File: src/rtl/lane_renderer.sv
// Sweeps one game lane column into the vga_adapter write port, one pixel per clock.
// Optional hit-bar row enabled by defining LANE_RENDERER_HITBAR_EN.
module lane_renderer #(
    parameter int         VISIBLE     = 20,
    parameter int         NOTE_W      = 8,
    parameter int         NOTE_H      = 4,
    parameter int         X0          = 40,
    parameter int         Y0          = 0,
    parameter logic [2:0] NOTE_COLOUR = 3'b010,
    parameter logic [2:0] BG_COLOUR   = 3'b000,
    parameter logic [2:0] HIT_COLOUR  = 3'b100
) (
    input  logic               clk_i,
    input  logic               reset_i,
    input  logic               start_i,
    input  logic [VISIBLE-1:0] lane_i,
    output logic               busy_o,
    output logic               done_o,
    output logic [7:0]         x_o,
    output logic [6:0]         y_o,
    output logic [2:0]         colour_o,
    output logic               plot_o
);

`ifdef LANE_RENDERER_HITBAR_EN
    localparam int HB = 1;
`else
    localparam int HB = 0;
`endif

    localparam int ROWS   = VISIBLE * NOTE_H;
    localparam int ROWS_T = ROWS + HB;
    localparam int COL_W  = (NOTE_W > 1) ? $clog2(NOTE_W) : 1;
    localparam int ROW_W  = (ROWS_T > 1) ? $clog2(ROWS_T) : 1;
    localparam int SLOT_W = (VISIBLE > 1) ? $clog2(VISIBLE) : 1;
    localparam int XS_W   = (COL_W + 1 > 8) ? COL_W + 1 : 8;
    localparam int YS_W   = (ROW_W + 1 > 7) ? ROW_W + 1 : 7;

    if (X0 + NOTE_W > 160) begin : g_x_range
        $error("lane_renderer: lane does not fit in 160 columns");
    end
    if (Y0 + ROWS + HB > 120) begin : g_y_range
        $error("lane_renderer: lane does not fit in 120 rows");
    end

    typedef enum logic [1:0] {S_IDLE, S_DRAW, S_DONE} state_t;

    state_t             state_q;
    logic [COL_W-1:0]   col_q, col_d;
    logic [ROW_W-1:0]   row_q, row_d;
    logic [VISIBLE-1:0] snap_q;
    logic [7:0]         x_q;
    logic [6:0]         y_q;
    logic [2:0]         colour_q;
    logic               plot_q, busy_q, done_q;
    logic               last_col, last_row;

    function automatic logic [7:0] x_at(input logic [COL_W-1:0] col);
        logic [XS_W-1:0] sum;
        sum = XS_W'(X0) + XS_W'(col);
        return sum[7:0];
    endfunction

    function automatic logic [6:0] y_at(input logic [ROW_W-1:0] row);
        logic [YS_W-1:0] sum;
        sum = YS_W'(Y0) + YS_W'(row);
        return sum[6:0];
    endfunction

    // Row 0 is the top of the lane, i.e. the slot furthest from the hit line.
    function automatic logic [2:0] colour_at(input logic [VISIBLE-1:0] snap,
                                             input logic [ROW_W-1:0]   row);
        logic [SLOT_W-1:0] slot;
        if (HB != 0 && int'(row) >= ROWS) return HIT_COLOUR;
        slot = SLOT_W'(VISIBLE - 1 - int'(row) / NOTE_H);
        return snap[slot] ? NOTE_COLOUR : BG_COLOUR;
    endfunction

    always_comb begin
        last_col = (col_q == COL_W'(NOTE_W - 1));
        last_row = (row_q == ROW_W'(ROWS_T - 1));
        col_d    = last_col ? '0 : col_q + 1'b1;
        row_d    = last_col ? row_q + 1'b1 : row_q;
    end

    always_ff @(posedge clk_i) begin
        if (reset_i) begin
            state_q  <= S_IDLE;
            col_q    <= '0;
            row_q    <= '0;
            snap_q   <= '0;
            x_q      <= '0;
            y_q      <= '0;
            colour_q <= '0;
            plot_q   <= 1'b0;
            busy_q   <= 1'b0;
            done_q   <= 1'b0;
        end else begin
            case (state_q)
                S_IDLE, S_DONE: begin
                    done_q <= 1'b0;
                    plot_q <= 1'b0;
                    busy_q <= 1'b0;
                    state_q <= S_IDLE;
                    if (start_i) begin
                        snap_q   <= lane_i;
                        col_q    <= '0;
                        row_q    <= '0;
                        x_q      <= x_at('0);
                        y_q      <= y_at('0);
                        colour_q <= colour_at(lane_i, '0);
                        plot_q   <= 1'b1;
                        busy_q   <= 1'b1;
                        state_q  <= S_DRAW;
                    end
                end
                S_DRAW: begin
                    if (last_col && last_row) begin
                        plot_q  <= 1'b0;
                        busy_q  <= 1'b0;
                        done_q  <= 1'b1;
                        state_q <= S_DONE;
                    end else begin
                        col_q    <= col_d;
                        row_q    <= row_d;
                        x_q      <= x_at(col_d);
                        y_q      <= y_at(row_d);
                        colour_q <= colour_at(snap_q, row_d);
                    end
                end
                default: begin
                    plot_q  <= 1'b0;
                    busy_q  <= 1'b0;
                    done_q  <= 1'b0;
                    state_q <= S_IDLE;
                end
            endcase
        end
    end

    assign busy_o   = busy_q;
    assign done_o   = done_q;
    assign x_o      = x_q;
    assign y_o      = y_q;
    assign colour_o = colour_q;
    assign plot_o   = plot_q;

endmodule
File: config.mk
export PLATFORM = sky130hd
export DESIGN_NAME = lane_renderer
export DESIGN_NICKNAME = d
export VERILOG_FILES = /design/src/rtl/lane_renderer.sv
export SDC_FILE = /design/constraint.sdc
export NUM_CORES = 1
export LEC_CHECK = 0
export CORE_MARGIN = 2
export CORE_UTILIZATION = 48
export DETAILED_ROUTE_END_ITERATION = 10
export HOLD_SLACK_MARGIN = 0.03
export PLACE_DENSITY = 0.79
export SYNTH_ARGS = -nofsm -noshare
export SYNTH_HDL_FRONTEND = slang
export SYNTH_SLANG_ARGS = --single-unit
File: constraint.sdc
create_clock -name clk_i -period 2.82 [get_ports clk_i]
set_input_delay 0.564 -clock clk_i [delete_from_list [all_inputs] [get_ports clk_i]]
set_output_delay 0.564 -clock clk_i [all_outputs]
set_load 0.005 [all_outputs]
==> metrics.cfg <==
[clock_network]
root_buffer = clkbuf_4
cts_hold_buf = 0
clk_path_buf_depth = 2
clock-sinks = 35
clk_pin_slew_worst_paths_ps = 110
cts_max_level = 2
worstSkewPairLatency_ps = 350
cts_tree = built
cts-buffers-inserted = 5

[critical_path]
reg2reg_to = colour_o[1]
critPathArrivalTime_ps = 2740
rrSetupSlack_ps = 320
end_kind = register
worst-r2r-cell-count = 9
startpoint_type = register
crit_type = register to register
critPathMaxFanout = 5
r2r_start = col_q[0]
worstPathRequired_ps = 3070

[die]
core.rowCount = 21
core_um2 = 3420
die-area_um2 = 4150
io_pins = 44
die_y_um = 64.4
start_util = 0.512
fp.dieW_um = 64.4

[synth]
synth_cells = 212
synth-seq-cells = 35
yosys_warnings = 0
synth-simple-area-share = 0.245
ys_top_cells_by_area = dfxtp_1 40%, nand2_1 10%, a21oi_1 8.0%, mux4_1 4.5%, nor2_1 4.3%
synth-xor-area-share = 0.0450
synth-main-ff-cell = dfxtp_1
synth_top_area_share = 0.400
syn_area_per_cell_um2 = 8.26
synthAdderAreaFrac = 0.0286
ys_seq_area_frac = 0.400
synth_cell_type_count = 37
synth_area_um2 = 1750
ys_top_cells_by_count = 48 x nand2_1, 35 x dfxtp_1, 28 x a21oi_1
synth_top_cell_by_area = dfxtp_1
synth_compound_area_frac = 0.134
async_flop_share = 0
synth_top_family_by_area = simple AND/OR/NAND/NOR gates
synthMuxAreaShare = 0.0793
synth_most_common_cell = nand2_1
synth_edf_count = 0

[final_layout]
drive_above_1_share = 0.103
fillCellCount = 282
insertedDiodeCount = 0
nets = 278
utilization = 0.662
synthToLayoutAreaGrowth_pct = 29.2
final_area_um2 = 2260

[routing]
drt_pre_antenna_iters = 4
avgRoutedWirePerCell_um = 12.7
drtIter0Drc = 84
drt_wl_total_um = 3800
routed_via_density = 5.19
num_vias = 1548
drc = 0
postRouteAntennaNets = 0

[timing]
setup_violations = 0
fin_ws_ps = 324
hold_viol_final = 0
setup_total_negative_slack_ps = 0
fin_crit_ps = 2500
rsz0062_at_grt = false
slew_violations = 0
fmax_mhz = 401
clock_skew_ps = 6.80
finalCritPeriodShare = 0.885

[placed_design]
numPortBuffers = 38
place_hpwl_um = 2750
place_congestion = 0.860
pre_cts_ws_ps = 271
dpl_cell_area_um2 = 2170

[flow_run]
drv_cap = 0

[grt]
grt_pass1_vias = 1430
antenna_found_initial = 0
grt_overflow = 0
track_usage = 0.205
grt_max_degree = 36
grt_first_pass_wirelength_um = 6470

[pwr]
powerDensity_nw_per_um2 = 465
finalPower_mw = 1.05
irDropWorstVdd_mv = 0.272
p_leak_nw = 0.932

[min_path]
min_from = snap_q[9]
holdPathEnd = snap_q[9]
min_delay_path_depth = 2
worst_hold_path_type = register to register

[outcome]
status = completed

[worst max-delay path, stage by stage, from the launching register on]
cell       delay [ps]
dfxtp_1           390
ha_1              160
ha_1              210
nand4_1           200
xnor2_2           260
inv_1             110
ha_1              360
nor3_1            250
a221oi_1          150
a2111oi_2         300
[registers in the layout, summed over array words and instances (netlist names)]
signal    flops
busy_o        1
col_q         2
colour_o      1
done_o        1
snap_q       20
state_q       1
x_o           2
y_o           7
[through the flow]
step,hold slack [ps],std cells
3_5_place_dp,444,290
2_1_floorplan,432,216
3_3_place_gp,438,290
5_1_grt,483,298
6_report,459,298
4_1_cts,460,298
[report_power, final]
part / internal (mW) / switching, mW / total [mW]
combinational: 0.0736 / 0.0687 / 0.142
clock: 0.209 / 0.171 / 0.381
sequential: 0.517 / 0.0128 / 0.530
[how the worst max path moves through the flow]
stage / startpoint / end / cells past startpoint
final: col_q[0] / colour_o[1] / 9
after global routing: col_q[0] / colour_o[1] / 9
after CTS: col_q[0] / colour_o[1] / 9
after detailed placement: col_q[0] / colour_o[1] / 9
after global placement: col_q[0] / colour_o[1] / 10
after floorplan: col_q[0] / colour_o[1] / 11
[layout by cell type, fill, tap and decap left out, drive strengths merged, types with 2 or more instances in the layout]
cell type	count
nand2	49
clkdlybuf4s50	38
dfxtp	35
a21oi	28
nor2	20
buf	10
nor3	6
mux2i	6
clkbuf	6
nand3	5
conb	5
nor2b	4
o21ai	4
ha	4
xnor2	4
nand2b	3
a31oi	3
mux4	3
nand4	3
xor2	2
[metal layers]
layer	vias up	share of wire	GRT usage
met4	0	0.018	0.0851
met2	36	0.48	0.320
met3	7	0.041	0.0634
li1	791	-	-
met5	-	0	0
met1	714	0.46	0.260
[kinds of logic (layout without fill, tap and decap cells)]
family,Yosys count,count (layout)
other,1,5
DFF,35,35
xor gates and xnor gates,6,6
and+or+nand+nor,95,95
buffers and inverters,21,57
adders and majority gates,4,4
muxes,9,9
AOI/OAI and AO/OA,41,41
[cell type report]
class | count | area (um^2) | share of cell area
clock buffer | 6 | 51.3 | 0.0227
clock inverter | 2 | 35.0 | 0.0155
inverter | 1 | 3.75 | 0.00166
multi-input combinational | 160 | 958 | 0.424
sequential | 35 | 701 | 0.310
tap | 46 | 57.6 | 0.0254
timing repair buffer | 48 | 455 | 0.201
[repair_timing]
action,CTS,global route
setup endpoints to repair,0,1
setup buffers,0,0
resized for setup,0,1
Power figures use the tool's default switching activity.
